$ cat config.mk
export PLATFORM = sky130hd
export DESIGN_NAME = vec_loader
export DESIGN_NICKNAME = d
export VERILOG_FILES = /design/src/rtl/vec_pkg.sv /design/src/rtl/vec_bank.sv /design/src/rtl/vec_loader.sv
export SDC_FILE = /design/constraint.sdc
export NUM_CORES = 2
export LEC_CHECK = 0
export ABC_AREA = 1
export CORE_MARGIN = 5
export CORE_UTILIZATION = 45
export CTS_BUF_LIST = sky130_fd_sc_hd__clkbuf_4 sky130_fd_sc_hd__clkbuf_8
export DETAILED_ROUTE_END_ITERATION = 7
export PLACE_DENSITY = 0.68
export REMOVE_ABC_BUFFERS = 1
export SLEW_MARGIN = 20
export SYNTH_ARGS = -nofsm -noshare
export SYNTH_HDL_FRONTEND = slang
export SYNTH_SLANG_ARGS = --single-unit
$ cat constraint.sdc
create_clock -name clock -period 76.5 [get_ports clock]
set_clock_uncertainty 0.2 [all_clocks]
set_input_delay 22.95 -clock clock [delete_from_list [all_inputs] [get_ports clock]]
set_output_delay 22.95 -clock clock [all_outputs]
set_load 0.01 [all_outputs]
$ cat src/rtl/vec_pkg.sv
// Shared sizes and types for the vec_loader serial-to-vector loader.
// Optional early-completion padding is enabled by defining VLOAD_PAD_EN.
package vec_pkg;

    localparam int VECTOR_SIZE = 16;
    localparam int INT_SIZE    = 16;
    localparam int IDX_W       = $clog2(VECTOR_SIZE);

    typedef logic [INT_SIZE-1:0] elem_t;
    typedef elem_t [VECTOR_SIZE-1:0] vec_t;
    typedef logic [IDX_W-1:0] idx_t;

    typedef enum logic {
        BANK0 = 1'b0,
        BANK1 = 1'b1
    } bank_t;

    function automatic logic is_last_lane(input idx_t idx);
        return (idx == idx_t'(VECTOR_SIZE - 1));
    endfunction

endpackage

$ cat src/rtl/vec_bank.sv
// One storage bank of the loader: per-lane a/x element registers.
// Clear takes priority over write; the controller never requests both at once.
module vec_bank
    import vec_pkg::*;
(
    input  logic  clock,
    input  logic  reset,
    input  logic  wr_en,
    input  idx_t  wr_lane,
    input  elem_t wr_a,
    input  elem_t wr_x,
    input  logic  clr,
    output vec_t  a,
    output vec_t  x
);

    vec_t a_q, a_d;
    vec_t x_q, x_d;

    // Next-state for lane storage: clear whole bank or write one lane.
    always_comb begin
        a_d = a_q;
        x_d = x_q;
        if (clr) begin
            a_d = '0;
            x_d = '0;
        end else if (wr_en) begin
            a_d[wr_lane] = wr_a;
            x_d[wr_lane] = wr_x;
        end else begin
            a_d = a_q;
            x_d = x_q;
        end
    end

    // Lane storage registers.
    always_ff @(posedge clock or posedge reset) begin
        if (reset) begin
            a_q <= '0;
            x_q <= '0;
        end else begin
            a_q <= a_d;
            x_q <= x_d;
        end
    end

    assign a = a_q;
    assign x = x_q;

endmodule

$ cat src/rtl/vec_loader.sv
// Double-buffered serial-to-vector loader feeding vmulmax a/x operands.
// Define VLOAD_PAD_EN to let in_last close a vector early (upper lanes read 0).
module vec_loader
    import vec_pkg::*;
(
    input  logic  clock,
    input  logic  reset,
    input  logic  in_valid,
    output logic  in_ready,
    input  elem_t in_a,
    input  elem_t in_x,
    input  logic  in_last,
    output logic  out_valid,
    input  logic  out_ready,
    output vec_t  a,
    output vec_t  x
);

    logic [1:0] full_q, full_d;
    idx_t       wr_idx_q, wr_idx_d;
    bank_t      wr_bank_q, wr_bank_d;
    bank_t      rd_bank_q, rd_bank_d;

    logic accept_s;
    logic take_s;
    logic last_s;
    vec_t bank0_a_s, bank0_x_s, bank1_a_s, bank1_x_s;

    assign in_ready  = ~reset & ~full_q[wr_bank_q];
    assign out_valid = full_q[rd_bank_q];
    assign accept_s  = in_valid & in_ready;
    assign take_s    = out_valid & out_ready;

`ifdef VLOAD_PAD_EN
    assign last_s = in_last | is_last_lane(wr_idx_q);
`else
    // in_last has no effect without padding support.
    assign last_s = is_last_lane(wr_idx_q) | (in_last & 1'b0);
`endif

    vec_bank u_bank0 (
        .clock   (clock),
        .reset   (reset),
        .wr_en   (accept_s & (wr_bank_q == BANK0)),
        .wr_lane (wr_idx_q),
        .wr_a    (in_a),
        .wr_x    (in_x),
        .clr     (take_s & (rd_bank_q == BANK0)),
        .a       (bank0_a_s),
        .x       (bank0_x_s)
    );

    vec_bank u_bank1 (
        .clock   (clock),
        .reset   (reset),
        .wr_en   (accept_s & (wr_bank_q == BANK1)),
        .wr_lane (wr_idx_q),
        .wr_a    (in_a),
        .wr_x    (in_x),
        .clr     (take_s & (rd_bank_q == BANK1)),
        .a       (bank1_a_s),
        .x       (bank1_x_s)
    );

    assign a = (rd_bank_q == BANK1) ? bank1_a_s : bank0_a_s;
    assign x = (rd_bank_q == BANK1) ? bank1_x_s : bank0_x_s;

    // Control next-state: a take and a completion touch different banks,
    // since a bank can only be written while it is not full.
    always_comb begin
        full_d    = full_q;
        wr_idx_d  = wr_idx_q;
        wr_bank_d = wr_bank_q;
        rd_bank_d = rd_bank_q;

        if (take_s) begin
            full_d[rd_bank_q] = 1'b0;
            rd_bank_d         = bank_t'(~rd_bank_q);
        end else begin
            rd_bank_d = rd_bank_q;
        end

        if (accept_s) begin
            if (last_s) begin
                full_d[wr_bank_q] = 1'b1;
                wr_idx_d          = '0;
                wr_bank_d         = bank_t'(~wr_bank_q);
            end else begin
                wr_idx_d = wr_idx_q + idx_t'(1);
            end
        end else begin
            wr_idx_d = wr_idx_q;
        end
    end

    // Control state registers.
    always_ff @(posedge clock or posedge reset) begin
        if (reset) begin
            full_q    <= 2'b00;
            wr_idx_q  <= '0;
            wr_bank_q <= BANK0;
            rd_bank_q <= BANK0;
        end else begin
            full_q    <= full_d;
            wr_idx_q  <= wr_idx_d;
            wr_bank_q <= wr_bank_d;
            rd_bank_q <= rd_bank_d;
        end
    end

endmodule

---- Word-level counts from Yosys, hierarchy flattened ----
Cells that the tools add are included.
word-level totals
  output and inout bits ................... 514
  flip-flop bits (word level) ............. 1,032
  bits of input ports ..................... 37
  word-level logic and storage cells ...... 124
operators by class
  equal/unequal tests ..................... 1
  reductions and logical operators ........ 6
  bitwise gates (word level) .............. 14
  muxes and demuxes ....................... 28
  order comparisons ....................... 6
  add/subtract/negate cells ............... 1
operators by type and width
  kind                 count
  $mux 256             10
  $bwmux 256           4
  $demux 16 s4         1
  $mux 16              1
  $and 1x1->1          7
  $mux 1               6
  $mux 2               3
  $lt 4x5->1 const B   1
  $add 4x1->4 const B  1
  $eq 4x4->1 const B   1
  $ge 4x1->1 const B   1
  $lt 1x2->1 const B   2
  $mux 4               1
  $not 1->1            4
  $reduce_bool 2->1    2
  $logic_and 1x1->1    3
  $and 2x2->2          1
  $demux 1 s1          2
  $ge 1x1->1 const B   2
  $not 2->2            1
  $or 2x2->2           1
  $reduce_and 2->1     1

---- Logic depth before layout (Yosys ltp) ----
  depth in word-level cells ............... 10
  mapped depth ............................ 10
  gate-level depth less buffers ........... 8

---- Hierarchy ----
From an unflattened synthesis, not the netlist that was laid out.
unflattened totals
  cell total of the unflattened synthesis .. 6,410
  area, all modules ....................... 47,785.8 um^2
modules (own cells, without submodules)
  module              sequential area each (um^2)  cells each  instances  area each (um^2)
  vec_bank (u_bank1)  12,812.3                     2,351       1          20,489.7
  vec_bank (u_bank0)  12,812.3                     2,351       1          20,479.6
  vec_loader          200.2                        1,708       1          6,816.5

---- Least setup slack after synthesis ----
Ideal clock, no wire load.
  kind .................................... input port to output port
  start point ............................. in reset
  end point ............................... out in_ready
  path buffers ............................ 1
  data required time ...................... 53.350 ns
  stages .................................. 4
  path slack .............................. 2.791 ns
  arrival ................................. 50.559 ns
  cell sequence ........................... clkinv_1 > nand2_1 > nor2_4 > buf_4
between the ends
  word-level cells in the longest chain between the ends .. 2
ends and longest elaborated chain
  what             RTL line          RTL
  start, declared  vec_loader.sv:7   input logic reset,
  $not 1->1        vec_loader.sv:29  assign in_ready = ~reset & ~full_q[wr_bank_q];
  $and 1x1->1      vec_loader.sv:29
  end, declared    vec_loader.sv:9   output logic in_ready,
No other way between the ends.

---- Worst setup path in the final report ----
Ends and elaborated chain as after synthesis.

==> impl_metrics.sql <==
INSERT INTO impl_metrics (metric_group, metric, value, unit) VALUES
('outcome', 'outcome', 'completed', ''),
('timing', 'slew-limit-headroom', '16.5', '%'),
('logic_synthesis', 'list_of_most_frequent_post_synthesis_cells', 'nand2_1 (3355), nand3_1 (1424), dfrtp_1 (1032)', ''),
('finish', 'drive_above_1_share', '7.25', '%'),
('timing', 'final-max-slew-violation-count', '0', ''),
('clock_tree', 'htreeDepth', '4', ''),
('clock_tree', 'cts_tree', 'yes', ''),
('global_routing', 'first_pass_grt_wire_length', '325', 'mm'),
('logic_synthesis', 'synth_top_area_share', '51.6', '%'),
('route', 'num_vias', '50900', ''),
('placed_design', 'io_buffers', '549', ''),
('timing', 'grt_setup_unrepaired', 'false', ''),
('finish', 'multi_input_area', '21500', 'um^2'),
('critical_path', 'critical_path.max_fanout', '84', ''),
('finish', 'layout.cell_area.non_filler', '59900', 'um^2'),
('global_routing', 'track_usage', '37.5', '%'),
('timing', 'totalNegativeSetupSlack', '0', 'ns'),
('logic_synthesis', 'synth_enable_flop_cells', '0', ''),
('timing', 'finalSetupViolCount', '0', ''),
('critical_path', 'worst_path_most_repeated_cell', 'clkdlybuf4s50_1', ''),
('critical_path', 'critPathKind', 'in2out', ''),
('logic_synthesis', 'syn_inst', '6827', ''),
('logic_synthesis', 'synthesized_cell_area', '50000', 'um^2'),
('route', 'drc_errors', '0', ''),
('die', 'total_die_area', '118000', 'um^2'),
('global_routing', 'grt_antenna_before_repair', '9', ''),
('timing', 'count_of_endpoints_failing_hold_in_the_final_timing_report', '0', ''),
('finish', 'utilization', '54.2', '%'),
('power_and_ir_drop', 'p_sw_share', '38.9', '%'),
('die', 'start_util', '45.3', '%'),
('timing', 'post-route-min-period', '48.11', 'ns'),
('placed_design', 'placed_cell_area', '56100', 'um^2'),
('logic_synthesis', 'synth.top_cells.by_area', 'dfrtp_1 (52%), nand2_1 (25%), nand3_1 (14%)', ''),
('power_and_ir_drop', 'internal-power', '1.20', 'mW'),
('clock_tree', 'cts_resized', '0', ''),
('global_routing', 'vias_in_the_first_global_route', '46900', ''),
('critical_path', 'required_time_of_the_critical_path', '53.35', 'ns'),
('critical_path', 'crit_path_top_delay_cell', 'clkdlybuf4s50_1', ''),
('power_and_ir_drop', 'power.density', '32.9', 'nW/um^2'),
('timing', 'achievable-frequency', '20.8', 'MHz'),
('finish', 'syn_to_final_growth', '19.8', '%'),
('global_routing', 'grt-ovfl-total', '0', ''),
('logic_synthesis', 'yosys.cell_count.top_type', 'nand2_1', ''),
('run', 'max-cap-violations', '0', ''),
('route', 'post_drt_wl_per_cell', '25.9', 'um'),
('power_and_ir_drop', 'max-vdd-ir-drop', '0.0216', 'mV'),
('clock_tree', 'number_of_buffers_on_the_longest_clock_path', '3', ''),
('route', 'starting_drc_count_in_detailed_routing', '7343', ''),
('clock_tree', 'holdBufCountCts', '0', ''),
('clock_tree', 'cts-buffers-inserted', '175', ''),
('clock_tree', 'clk-insertion-delay-late', '0.89', 'ns'),
('timing', 'max_slew.worst_pin.slew', '1.25', 'ns'),
('power_and_ir_drop', 'comb_power_share', '34.4', '%'),
('logic_synthesis', 'avgSynthCellArea', '7.33', 'um^2'),
('placed_design', 'finalWeightedCongestion', '0.883', ''),
('power_and_ir_drop', 'seq_power_share', '38.7', '%'),
('logic_synthesis', 'postSynth.topFlopCell', 'dfrtp_1', ''),
('die', 'row_count', '122', ''),
('power_and_ir_drop', 'total_switching_power', '0.767', 'mW'),
('logic_synthesis', 'synth.ff_latch_count', '1032', ''),
('critical_path', 'critPathLaunchType', 'input port', ''),
('die', 'pin_count', '551', ''),
('critical_path', 'critPathBufInv', '3', ''),
('power_and_ir_drop', 'clkPwrFrac', '26.9', '%'),
('clock_tree', 'clock_sinks', '1032', ''),
('route', 'drt_pre_antenna_iters', '6', ''),
('critical_path', 'timing.critical_path.slowest_cell_delay', '0.58', 'ns'),
('logic_synthesis', 'warnings_from_yosys', '0', ''),
('die', 'die_y', '343', 'um'),
('logic_synthesis', 'async_reset_ff_share', '100', '%'),
('critical_path', 'setup.worst_path.end_class', 'output pin', '');
[per-stage QoR]
stage          setup slack, ns  hold WS, ns  power [mW]  std cells
6_report                 28.39        0.295        1.97       8758
3_5_place_dp             28.37        0.286        1.43       8437
2_1_floorplan             2.45        0.269        1.10       6278
5_1_grt                  28.22        0.313        2.06       8748
4_1_cts                  28.36        0.299        1.96       8743
3_3_place_gp             28.39        0.279        1.42       8437
[registers in the layout, indices dropped and copies added, names as in the netlist]
name       cells
u_bank1.a    256
u_bank0.a    256
full_q         2
u_bank1.x    256
rd_bank_q      1
wr_bank_q      1
wr_idx_q       4
u_bank0.x    256
[layer usage]
layer / track usage [%] / up-vias / wire [um]
li1: - / 22300 / -
met1: 49.5 / 24400 / 84100
met2: 53.0 / 3560 / 94900
met3: 12.4 / 691 / 31200
met4: 23.7 / 4 / 17000
met5: 0 / - / 27
[cells in the final DEF, fill, tap and decap left out, types with 7 or more instances in the layout]
| cell type | n |
|---|---|
| nand2_1 | 3353 |
| clkdlybuf4s50_1 | 541 |
| clkinv_1 | 19 |
| clkbuf_8 | 215 |
| inv_2 | 36 |
| buf_2 | 8 |
| nand4_2 | 19 |
| nor3_1 | 99 |
| nand3_1 | 1424 |
| nor2_1 | 160 |
| inv_1 | 81 |
| buf_4 | 118 |
| inv_8 | 7 |
| nand4_1 | 11 |
| diode_2 | 12 |
| clkinv_2 | 7 |
| clkbuf_4 | 75 |
| dfrtp_1 | 1031 |
[power groups by stage]
stage | logic, mW | clock network (mW) | registers, mW
detailed placement | 0.661 | 0 | 0.771
CTS | 0.664 | 0.531 | 0.762
global placement | 0.653 | 0 | 0.764
global route | 0.722 | 0.556 | 0.779
floorplan | 0.326 | 0 | 0.775
finish | 0.678 | 0.531 | 0.764
[cell type report]
type / count / area share [%]
flip-flops and latches: 1032 / 43.1
well taps: 1488 / 3.11
diodes: 12 / 0.0501
inverters: 144 / 0.971
repair buffers: 674 / 10.8
clock buffers: 290 / 5.88
clock inverters: 16 / 0.251
multi-input cells: 5102 / 35.8
[worst min-delay path, stage by stage (launching register included)]
cell	delay (ns)
dfrtp_1	0.34
nand3_1	0.07
nand2_1	0.06
[kinds of logic after synthesis]
group	share of synthesized area (%)
xor+xnor	0.0175
flops	51.6
compound gates	0.0800
simple gates	42.6
fa+ha+maj	0.100
buf+inv	5.58
[worst paths after layout]
check / slack, ns / from / cells past startpoint / end
worst max-delay path: 28.39 / reset / 5 / in_ready
worst min-delay path: 0.30 / u_bank1.a[176]$_DFFE_PP0P_ / 2 / u_bank1.a[176]$_DFFE_PP0P_
worst min register to register: 0.30 / u_bank1.a[176]$_DFFE_PP0P_ / 2 / u_bank1.a[176]$_DFFE_PP0P_
min in group asynchronous: 22.38 / reset / 2 / u_bank0.x[251]$_DFFE_PP0P_
worst max register to register: 69.28 / rd_bank_q$_DFFE_PP0N_ / 11 / u_bank0.x[142]$_DFFE_PP0P_
max in group asynchronous: 50.02 / reset / 6 / u_bank1.x[208]$_DFFE_PP0P_
No activity file was read; power rests on OpenSTA's default activity.
